## config.mk

```make
export PLATFORM = sky130hd
export DESIGN_NAME = cache_address_arbiter_flat
export DESIGN_NICKNAME = d
export VERILOG_FILES = /design/src/rtl/cache_address_arbiter_if.sv /design/src/rtl/cache_address_arbiter.sv /design/src/flat_wrapper.sv
export SDC_FILE = /design/constraint.sdc
export NUM_CORES = 1
export LEC_CHECK = 0
export BUFFER_PORTS_ARGS = -buffer_cell sky130_fd_sc_hd__clkbuf_2
export CORE_MARGIN = 8
export CORE_UTILIZATION = 53
export DETAILED_ROUTE_END_ITERATION = 10
export GPL_TIMING_DRIVEN = 0
export PLACE_DENSITY = 0.84
export REMOVE_ABC_BUFFERS = 1
export SYNTH_ARGS = -nofsm -noshare
export SYNTH_HDL_FRONTEND = slang
export SYNTH_SLANG_ARGS = --single-unit
```

## constraint.sdc

```tcl
create_clock -name clk -period 2.3 [get_ports clk]
set_input_delay 0.69 -clock clk [delete_from_list [all_inputs] [get_ports clk]]
set_output_delay 0.69 -clock clk [all_outputs]
set_load 0.005 [all_outputs]
```

## src/rtl/cache_address_arbiter_if.sv

```systemverilog
// Requester-side bus of the cache address arbiter: per-port requests and
// addresses in, registered one-hot grant and selected address out.
interface cache_address_arbiter_if #(
   parameter int ADDRESS_WIDTH = 10,
   parameter int NUM_PORTS     = 2
);
   localparam int INDEX_WIDTH = (NUM_PORTS > 1) ? $clog2(NUM_PORTS) : 1;

   logic [NUM_PORTS-1:0]               Req;
   logic [NUM_PORTS*ADDRESS_WIDTH-1:0] ReqAddress;
   logic [NUM_PORTS-1:0]               Grant;
   logic [INDEX_WIDTH-1:0]             GrantIndex;
   logic [ADDRESS_WIDTH-1:0]           Address;
   logic                               AddressValid;

   // Requesters drive requests and addresses and observe the grant.
   modport master (
      output Req, ReqAddress,
      input  Grant, GrantIndex, Address, AddressValid
   );

   // The arbiter samples requests and drives the registered address port.
   modport slave (
      input  Req, ReqAddress,
      output Grant, GrantIndex, Address, AddressValid
   );
endinterface

```

## src/rtl/cache_address_arbiter.sv

```systemverilog
// Registered N-way address arbiter in front of the cache/DDR address port.
// Fixed-priority or round-robin selection, burst ownership while Req stays
// high, same-edge handover on release and an optional hold limit.
module cache_address_arbiter #(
   parameter int ADDRESS_WIDTH = 10,
   parameter int NUM_PORTS     = 2,
   parameter int MODE          = 0,
   parameter int MAX_HOLD      = 0
) (
   input logic                    clk,
   input logic                    rst,
   cache_address_arbiter_if.slave bus
);
   localparam int IW = (NUM_PORTS > 1) ? $clog2(NUM_PORTS) : 1;
   localparam int CW = (MAX_HOLD > 1) ? $clog2(MAX_HOLD) : 1;

   localparam logic [0:0] ST_IDLE = 1'b0;
   localparam logic [0:0] ST_BUSY = 1'b1;

   logic [0:0]               state_q;
   logic [IW-1:0]            ptr_q;
   logic [CW-1:0]            hold_q;
   logic [NUM_PORTS-1:0]     grant_q;
   logic [IW-1:0]            index_q;
   logic [ADDRESS_WIDTH-1:0] address_q;

   logic [ADDRESS_WIDTH-1:0] req_addr [NUM_PORTS];
   logic [NUM_PORTS-1:0]     mask;
   logic [IW-1:0]            start;
   logic [IW-1:0]            win;
   logic [IW-1:0]            ptr_next;
   logic [NUM_PORTS-1:0]     win_onehot;
   logic                     found;
   logic                     holder_req;
   logic                     limit_hit;
   logic [IW:0]              cand;

   assign bus.Grant        = grant_q;
   assign bus.GrantIndex   = index_q;
   assign bus.Address      = address_q;
   assign bus.AddressValid = (state_q == ST_BUSY);

   // Pick the next winner: search from the pointer (or port 0), skipping the
   // holder once it has used up its hold allowance.
   always_comb begin
      // NOTE: every variable gets a default before any branch so no latch is inferred.
      mask       = bus.Req;
      start      = '0;
      win        = '0;
      found      = 1'b0;
      cand       = '0;
      holder_req = bus.Req[index_q];
      limit_hit  = (MAX_HOLD > 0) && (state_q == ST_BUSY) && holder_req &&
                   (hold_q == CW'(MAX_HOLD - 1));
      for (int i = 0; i < NUM_PORTS; i++)
         req_addr[i] = bus.ReqAddress[i*ADDRESS_WIDTH +: ADDRESS_WIDTH];
      if (limit_hit)
         mask[index_q] = 1'b0;
      if (MODE == 1)
         start = ptr_q;
      for (int i = 0; i < NUM_PORTS; i++) begin
         cand = {1'b0, start} + (IW+1)'(i);
         if (cand >= (IW+1)'(NUM_PORTS))
            cand = cand - (IW+1)'(NUM_PORTS);
         if (!found && mask[cand[IW-1:0]]) begin
            found = 1'b1;
            win   = cand[IW-1:0];
         end
      end
      ptr_next   = (win == IW'(NUM_PORTS - 1)) ? '0 : win + 1'b1;
      win_onehot = NUM_PORTS'(1) << win;
   end

   // Grant/ownership state machine; all outputs come straight from these flops.
   always_ff @(posedge clk) begin
      // NOTE: sequential state uses non-blocking assignments so every flop
      // samples pre-edge values regardless of statement order.
      if (rst) begin
         state_q   <= ST_IDLE;
         ptr_q     <= '0;
         hold_q    <= '0;
         grant_q   <= '0;
         index_q   <= '0;
         address_q <= '0;
      end else begin
         if (state_q == ST_BUSY && holder_req && !limit_hit) begin
            // Holder continues its burst; address tracks the holder every cycle.
            address_q <= req_addr[index_q];
            if (MAX_HOLD > 0)
               hold_q <= hold_q + 1'b1;
         end else if (found) begin
            // New grant: from IDLE, on release, or forced by the hold limit.
            state_q   <= ST_BUSY;
            grant_q   <= win_onehot;
            index_q   <= win;
            address_q <= req_addr[win];
            hold_q    <= '0;
            if (MODE == 1)
               ptr_q <= ptr_next;
         end else if (state_q == ST_BUSY && holder_req) begin
            // Hold limit reached with no contender: holder keeps the bus.
            address_q <= req_addr[index_q];
            hold_q    <= '0;
         end else begin
            // Nobody requests: drop the grant, keep the last address on the bus.
            state_q <= ST_IDLE;
            grant_q <= '0;
            index_q <= '0;
            hold_q  <= '0;
         end
      end
   end
endmodule

```

## src/flat_wrapper.sv

```systemverilog
// flat-port wrapper written by rule: the top's interface ports become plain ports
module cache_address_arbiter_flat 
#(
   parameter int ADDRESS_WIDTH = 10,
   parameter int NUM_PORTS     = 2,
   parameter int MODE          = 0,
   parameter int MAX_HOLD      = 0
)
  (clk, rst, bus_Req, bus_ReqAddress, bus_Grant, bus_GrantIndex, bus_Address, bus_AddressValid);
  cache_address_arbiter_if #(.ADDRESS_WIDTH(ADDRESS_WIDTH), .NUM_PORTS(NUM_PORTS)) bus_i ();
  input logic clk;
  input logic rst;
  input wire logic [$bits(bus_i.Req)-1:0] bus_Req;
  input wire logic [$bits(bus_i.ReqAddress)-1:0] bus_ReqAddress;
  output wire logic [$bits(bus_i.Grant)-1:0] bus_Grant;
  output wire logic [$bits(bus_i.GrantIndex)-1:0] bus_GrantIndex;
  output wire logic [$bits(bus_i.Address)-1:0] bus_Address;
  output wire logic [$bits(bus_i.AddressValid)-1:0] bus_AddressValid;
  assign bus_i.Req = bus_Req;
  assign bus_i.ReqAddress = bus_ReqAddress;
  assign bus_Grant = bus_i.Grant;
  assign bus_GrantIndex = bus_i.GrantIndex;
  assign bus_Address = bus_i.Address;
  assign bus_AddressValid = bus_i.AddressValid;
  cache_address_arbiter #(.ADDRESS_WIDTH(ADDRESS_WIDTH), .NUM_PORTS(NUM_PORTS), .MODE(MODE), .MAX_HOLD(MAX_HOLD)) u_core (.clk(clk), .rst(rst), .bus(bus_i));
endmodule
```

==> results of run 1 <==
-- cells by family (layout without fill, tap and decap cells) --
logic type / after synthesis / in the layout / synth area share, %
buf+inv: 16 / 42 / 10.9
compound gates: 34 / 34 / 24.1
flops: 13 / 13 / 23.2
simple gates: 39 / 39 / 30.6
mux: 11 / 11 / 11.2
-- where the power goes --
part / total, mW / switching, mW / internal (mW) / leakage [nW]
clock: 0.154 / 0.0870 / 0.0674 / 0.0150
combinational: 0.164 / 0.0787 / 0.0855 / 0.359
sequential: 0.265 / 0.0177 / 0.247 / 0.108
total: 0.583 / 0.183 / 0.400 / 0.483
-- registers in the layout, summed over array words and instances (netlist names) --
name                     count
u_core.bus.Grant             2
u_core.bus.AddressValid      1
u_core.bus.Address          10
-- Yosys cell counts, drive strengths merged --
cell,count,area share (%)
or3b,10,7.8
and3,1,0.56
a21oi,2,0.89
nor2b,2,1.1
clkbuf,1,0.33
nand2,1,0.33
nand2b,1,0.56
nand4bb,10,10
a31oi,10,5.6
inv,1,0.33
nor3,1,1.4
a221o,10,8.9
mux2i,1,1.2
a22o,10,7.8
nor2,3,1.0
mux2,10,10
nand4b,10,7.8
buf,14,10
o21ai,2,0.89
dfxtp,13,23
-- placed cells by master, fill, tap and decap left out, drive strengths merged --
cell / netlist / routed
mux2i: 1 / 1
dfxtp: 13 / 13
a221o: 10 / 10
a31oi: 10 / 10
and3: 1 / 1
mux2: 10 / 10
nor2b: 2 / 2
a21oi: 2 / 2
nand4b: 10 / 10
inv: 1 / 1
or3b: 10 / 10
nor3: 1 / 1
nand4bb: 10 / 10
a22o: 10 / 10
nand2b: 1 / 1
nand2: 1 / 1
o21ai: 2 / 2
clkbuf: 1 / 41
nor2: 3 / 3
-- final cells by class --
class,instances,area share (%)
clock buffer,4,2.10
inverter,1,0.300
multi-input combinational,84,59.2
sequential,13,20.9
tap,27,2.70
timing repair buffer,37,14.8
-- metal layers --
metal / track usage [%] / up-vias
met5: 0 / -
met4: 7.79 / 0
met3: 4.53 / 7
met2: 25.4 / 43
met1: 19.8 / 514
li1: - / 517
-- how the worst max path moves through the flow --
stage	from	to	depth (start not counted)
floorplan	u_core.bus.Grant[1]	u_core.bus.Address[0]	2
detailed placement	bus_Req[0]	u_core.bus.Address[6]	4
global route	bus_Req[0]	u_core.bus.Address[6]	4
finish	bus_Req[0]	u_core.bus.Address[3]	4
CTS	bus_Req[0]	u_core.bus.Address[6]	4
global placement	bus_Req[0]	u_core.bus.Address[3]	4
-- worst min-delay path, cell delays in order (launching register included) --
cell and delay (ns):
dfxtp_1 0.32, o21ai_1 0.07, a21oi_1 0.07
==> flow_summary.toml, run 1 <==
[worst_setup_path]
critPathBufInv = 1
critPathLaunchType = "input pin"
cp_data_required_time_ns = 2.53
critical-path-top-delay-family = "simple AND/OR/NAND/NOR gates"
reg2reg_depth = 3
path_cells = "clkbuf_2, nor2b_1, a22o_1, a221o_1"
end_kind = "flip-flop"
r2r-start = "u_core.bus.Grant[1]"
reg2reg_slack_ns = 0.64
crit_path_top_delay_cell = "nor2b_1"
max_stage_delay_ns = 0.77
worstPathArrival_ns = 2.28
regToRegEndpoint = "u_core.bus.Address[3]"
path_class = "in2reg"
crit_fanout = 46

[cells_and_area]
drive_gt1_share_pct = 33.1
fillCellCount = 161
multiInputGateArea_um2 = 741
post-route-util_pct = 63.1
ff_latch_area_um2 = 262
n_antenna_cell = 0
design_area_um2 = 1250
nNetsFinal = 164
syn_to_final_growth_pct = 11.4
fin_cells = 166

[place]
placed_cells = 162
gp_congestion = 0.725
dpl_cell_area_um2 = 1220
place_ws_ns = -0.0359
dp_hpwl_um = 1940
port_buffers = 37

[hold_path]
hold-path-cell-count = 2
hp-start = "u_core.bus.Grant[0]"
worstHoldEndpoint = "u_core.bus.Grant[0]"
hold_class = "reg2reg"

[sta]
finalWorstSetupSlack_ns = 0.252
fmax_mhz = 488
tightest_slew_ns = 0.771
drv_slew = 0
setup_viol = 0
fin_tns_setup_ns = 0
finalHoldViolations = 0
clock_skew_ns = 0.00141
rsz0062_at_grt = "no"
timing.hold.ws_ns = 0.492
fin_crit_ns = 2.05
period_share_pct = 89.0
relSlewSlack_pct = 48.4

[grt]
track_usage_pct = 16.2
overflow = 0
grt_max_degree = 47
antenna_found_initial = 0
grt_pass1_vias = 1017
grt_pass1_wl_um = 4660

[detailed_routing]
routedWlPerCell_um = 18.0
first_pass_iters = 5
routed-via-count = 1081
drc = 0
ant_nets = 0
wl_met3_um = 283
met2_length_um = 1330
wl_um = 2980
drt_iter0_markers = 42
wl_met1_um = 1320
vias_per_cell = 6.51
highest_layer = "met4"

[yosys]
synth_cell_types = 24
ys_seq_elements = 13
ys_warn_count = 0
syn_area_per_cell_um2 = 9.94
synth_area_um2 = 1120
yosysSeqAreaShare_pct = 23.2
syn_inst = 113

[cts]
clk_pin_slew_ns = 0.09
cts_max_path_buffers = 2
clock_latency_ns = 0.28
h-tree-depth = 1
clock-sinks = 13
cts_tree = "done"
post-cts-setup-buffers = 0
cts.repair.resized = 1
root_buffer = "clkbuf_4"
numCtsBuffers = 3
cts_hold_buffers = 0

[floorplanning]
io-pin-count = 38
row_count = 16
fp.dieW_um = 62.0
core_area_um2 = 1980
die_h_um = 62.0
start_util_pct = 56.7
die_area_um2 = 3850

[power]
power_density_nw_per_um2 = 466
p_leak_nw = 0.483
irDropWorstVdd_mv = 0.243
total_power_mw = 0.583

[run_status]
status = "finished, final reports clean"

[job]
maxCapViolations = 0
Power figures use the tool's default switching activity.
==> inputs of run 2 (changes only) <==
==> constraint.sdc (replaced) <==
create_clock -name clk -period 2.3 [get_ports clk]
set_input_delay 0 -clock clk [delete_from_list [all_inputs] [get_ports clk]]
set_output_delay 0 -clock clk [all_outputs]
set_load 0.005 [all_outputs]
==> run 2 against run 1 <==
Critical path depth decreased by 1; critical path type is now reg2reg; highest routed layer unchanged; power hardly changed; sequential power barely moved; flip-flop and latch count unchanged; wire length unchanged.
==> flow_summary.toml, run 2 (synthesis results as in run 1) <==
[floorplanning]
die_h_um = 62.0
fp.dieW_um = 62.0
io-pin-count = 38
start_util_pct = 56.7
row_count = 16
die_area_um2 = 3850
core_area_um2 = 1980

[sta]
setup_viol = 0
fin_crit_ns = 2.04
timing.hold.ws_ns = 0.0805
fmax_mhz = 490
rsz0062_at_grt = "no"
finalHoldViolations = 0
clock_skew_ns = 0.00141
fin_tns_setup_ns = 0
tightest_slew_ns = 1.18
drv_slew = 0
relSlewSlack_pct = 21.3
period_share_pct = 88.7

[detailed_routing]
drt_iter0_markers = 42
routedWlPerCell_um = 18.0
ant_nets = 0
routed-via-count = 1081
vias_per_cell = 6.51
drc = 0
wl_um = 2980
first_pass_iters = 5

[worst_setup_path]
end_kind = "flip-flop"
critPathLaunchType = "flip-flop"
critPathBufInv = 0
crit_fanout = 36
path_class = "reg2reg"
cp_data_required_time_ns = 2.48
path_cells = "mux2i_2, nor3_4, a221o_1"
worstPathArrival_ns = 2.22
critical-path-top-delay-family = "flip-flops"
crit_path_top_delay_cell = "dfxtp_1"
max_stage_delay_ns = 1.12

[cells_and_area]
nNetsFinal = 164
largest_reg_flops = 10
layout_common_cells = "37 x clkbuf_2, 13 x dfxtp_1"
design_area_um2 = 1250
final_common_cell = "clkbuf_2"
fillCellCount = 162
drive_gt1_share_pct = 32.4
syn_to_final_growth_pct = 11.2
n_antenna_cell = 0

[cts]
root_buffer = "clkbuf_4"
cts.repair.resized = 0
cts_max_path_buffers = 2
clk_pin_slew_ns = 0.09
h-tree-depth = 1
cts_hold_buffers = 0
clock-sinks = 13
post-cts-setup-buffers = 0
numCtsBuffers = 3
cts_tree = "done"
clock_latency_ns = 0.28

[grt]
overflow = 0
grt.busiest_layer = "met2"
grt_util_met1_pct = 19.8
met3_usage_pct = 4.53
grt_util_met2_pct = 25.4
grt_pass1_vias = 1017
track_usage_pct = 16.2
grt_pass1_wl_um = 4660
grt_max_degree = 47
antenna_found_initial = 0

[power]
power_density_nw_per_um2 = 467
irDropWorstVdd_mv = 0.243
p_leak_nw = 0.482
total_power_mw = 0.583

[place]
port_buffers = 37
gp_congestion = 0.725
dp_hpwl_um = 1940
dpl_cell_area_um2 = 1220

[run_status]
status = "finished, final reports clean"

[hold_path]
hold_class = "in2reg"

[job]
maxCapViolations = 0
run 2: path summary, 6_finish.rpt:
| path | cells after the start | endpoint | slack, ns | startpoint |
|---|---|---|---|---|
| setup reg to reg | 3 | u_core.bus.Address[3] | 0.26 | u_core.bus.Grant[1] |
| hold / removal | 3 | u_core.bus.Address[2] | 0.08 | bus_ReqAddress[2] |
| setup / recovery | 3 | u_core.bus.Address[3] | 0.26 | u_core.bus.Grant[1] |
| hold reg to reg | 2 | u_core.bus.Grant[0] | 0.49 | u_core.bus.Grant[0] |
run 2: final cells by class:
cell class / count / area [um2] / area share, %
repair buffers: 37 / 185 / 14.8
flip-flops and latches: 13 / 260 / 20.8
multi-input cells: 84 / 741 / 59.3
well taps: 27 / 33.8 / 2.70
inverters: 1 / 3.75 / 0.300
clock buffers: 4 / 26.3 / 2.10
run 2: worst min-delay path, stage by stage:
cell and delay [ns]:
clkbuf_2 0.10, mux2_1 0.12, a221o_1 0.13
run 2: power breakdown:
part | leakage, nW | internal (mW) | switching [mW]
logic | 0.359 | 0.0859 | 0.0787
clock network | 0.0150 | 0.0674 | 0.0870
registers | 0.108 | 0.247 | 0.0176
total | 0.482 | 0.400 | 0.183
run 2: per-stage QoR:
stage          utilization [%]  std cells  worst slack [ns]
2_1_floorplan                -         98             0.554
3_3_place_gp              61.7        162             0.351
3_5_place_dp              61.7        162             0.289
4_1_cts                   63.1        166             0.276
5_1_grt                   63.1        166             0.131
6_report                  63.1        166             0.259
run 2: per-layer routing:
metal / wire [um] / up-vias
met5: 0 / -
met2: 1330 / 43
met3: 283 / 7
li1: - / 517
met4: 58 / 0
met1: 1320 / 514
==> inputs of run 3 (changes only) <==
- ABC_AREA: unset -> 1
- CORE_UTILIZATION: 53 -> 50
- PLACE_DENSITY: 0.84 -> 0.83
==> run 3 against run 2 <==
Setup slack better by 0.27 ns; via count is 3.4% lower; core utilization down 0.11 points; final area fell by 15%; clock skew up 0.0045 ns; largest cell class unchanged; first-iteration DRC count fell by 29%; synthesized cell count increased by 47%; count of clock-buffer cells in the layout unchanged; register-to-register slack improved by 0.27 ns; synthesized area is 21% lower; cell count rose by 30%; flip-flop and latch count unchanged.
==> flow_summary.toml, run 3 <==
[run_status]
status = "finished, final reports clean"

[yosys]
synth_cell_types = 11
yosysTopAreaCell = "nand2_1"
ys_warn_count = 0
yosys-top-cells-area = "nand2_1 35%, dfxtp_1 29%, nor2_1 14%"
synth_edf_count = 0
synth.top_cells.by_count = "83 x nand2_1, 32 x nor2_1, 13 x dfxtp_1"
synth_top_area_share_pct = 35.2
synth_most_common_cell = "nand2_1"
yosysSeqAreaShare_pct = 29.4
syn_inst = 166
synth_area_um2 = 885
ys_seq_elements = 13
synth-main-ff-cell = "dfxtp_1"
syn_area_per_cell_um2 = 5.33
async_flop_share_pct = 0

[grt]
grt_pass1_wl_um = 4200
grt_pass1_vias = 1013
grt_max_degree = 15
track_usage_pct = 15.3
overflow = 0
antenna_found_initial = 0

[cts]
cts_max_path_buffers = 2
numCtsBuffers = 3
cts_tree = "done"
clock_latency_ns = 0.27
cts_hold_buffers = 0
post-cts-setup-buffers = 0
root_buffer = "clkbuf_4"
clk_pin_slew_ns = 0.08
clock-sinks = 13
h-tree-depth = 1
cts.repair.resized = 0

[cells_and_area]
largest_reg_flops = 10
syn_to_final_growth_pct = 20.2
n_antenna_cell = 0
drive_gt1_share_pct = 21.7
final_common_cell = "nand2_1"
nNetsFinal = 223
post-route-util_pct = 63.0
layout_common_cells = "83 x nand2_1, 37 x clkbuf_2, 32 x nor2_1"

[power]
power_density_nw_per_um2 = 508
p_switching_mw = 0.170
p_int_mw = 0.370
p_leak_nw = 0.681
irDropWorstVdd_mv = 0.360
p_comb_share_pct = 26.7
p_seq_share_pct = 47.4
clkPwrFrac_pct = 25.9
switching_share_pct = 31.6

[sta]
fmax_mhz = 564
timing.hold.ws_ns = 0.0244
fin_crit_ns = 1.77
clock_skew_ns = 0.00593
finalWorstSetupSlack_ns = 0.527
finalHoldViolations = 0
rsz0062_at_grt = "no"
setup_viol = 0
fin_tns_setup_ns = 0
relSlewSlack_pct = 45.5
period_share_pct = 77.1
drv_slew = 0
tightest_slew_ns = 0.815

[detailed_routing]
wl_um = 2420
ant_nets = 0
routed-via-count = 1044
drc = 0
vias_per_cell = 4.86
drt_iter0_markers = 30
first_pass_iters = 4
routedWlPerCell_um = 11.3

[worst_setup_path]
path_cells = "inv_2, nand3_1, nand2_1, nand2_1, nand2_1, nor2_1, nor2_1"
critPathBufInv = 1
critical-path-top-delay-family = "simple AND/OR/NAND/NOR gates"
path_common_cell = "nand2_1"
max_stage_delay_ns = 0.66
cp_data_required_time_ns = 2.45
crit_path_top_delay_cell = "dfxtp_1"
critPathLaunchType = "flip-flop"
path_class = "reg2reg"
end_kind = "flip-flop"
crit_fanout = 14
worstPathArrival_ns = 1.93

[place]
port_buffers = 37
dp_hpwl_um = 1790
place_ws_ns = 0.547
gp_congestion = 0.791

[floorplanning]
die_h_um = 58.1
core_area_um2 = 1690
io-pin-count = 38
start_util_pct = 52.4
die_area_um2 = 3370
fp.dieW_um = 58.1
row_count = 15

[job]
maxCapViolations = 0

[hold_path]
hold_class = "in2reg"
## run 3: cell types whose count changed after synthesis, sizes merged, moves of 12 or more
cell   change
nand3     +14
nand2     +82
nor2      +29
inv       +12
## run 3: area by class of cell
| class | count | area [um2] |
|---|---|---|
| Inverter | 13 | 48.8 |
| Multi-Input combinational cell | 131 | 522 |
| Tap cell | 17 | 21.3 |
| Fill cell | 167 | 626 |
| Sequential cell | 13 | 260 |
| Timing Repair Buffer | 37 | 185 |
| Clock buffer | 4 | 26.3 |
## run 3: power by group through the flow
stage	Clock [mW]	Combinational, mW	Sequential, mW
3_3_place_gp	0	0.141	0.260
2_1_floorplan	0	0.0774	0.262
6_report	0.140	0.144	0.256
3_5_place_dp	0	0.145	0.261
5_1_grt	0.154	0.168	0.259
4_1_cts	0.143	0.145	0.256
## run 3: cells by family after synthesis
logic type / synth area share, %
AND/OR/NAND/NOR: 57.9
AO/OA/AOI/OAI: 1.13
flip-flops: 29.4
buffers and inverters: 11.6
## run 3: metal layers
layer	vias to the layer above	part of all wire, %	GRT usage, %
li1	563	-	-
met3	2	6.5	3.97
met5	-	0	0
met1	439	46	18.9
met4	0	0.41	6.29
met2	40	47	24.5
## run 3: worst paths after layout
| kind | from | end | slack, ns | cells past startpoint |
|---|---|---|---|---|
| worst max register to register | u_core.bus.Grant[1] | u_core.bus.Address[6] | 0.53 | 7 |
| worst max-delay path | u_core.bus.Grant[1] | u_core.bus.Address[6] | 0.53 | 7 |
| worst min-delay path | bus_Req[0] | u_core.bus.Grant[0] | 0.02 | 3 |
| worst min register to register | u_core.bus.Grant[0] | u_core.bus.Grant[0] | 0.47 | 2 |
## run 3: through the flow
| stage | power (mW) | std cells | instance area (um2) |
|---|---|---|---|
| 3_3_place_gp | 0.401 | 211 | 1040 |
| 6_report | 0.540 | 215 | 1060 |
| 2_1_floorplan | 0.339 | 157 | 831 |
| 5_1_grt | 0.581 | 215 | 1060 |
| 3_5_place_dp | 0.406 | 211 | 1040 |
| 4_1_cts | 0.544 | 215 | 1060 |
## run 3: worst min-delay path: stages
cell and delay, ns:
clkbuf_2 0.11, nand3_1 0.08, a21oi_1 0.06
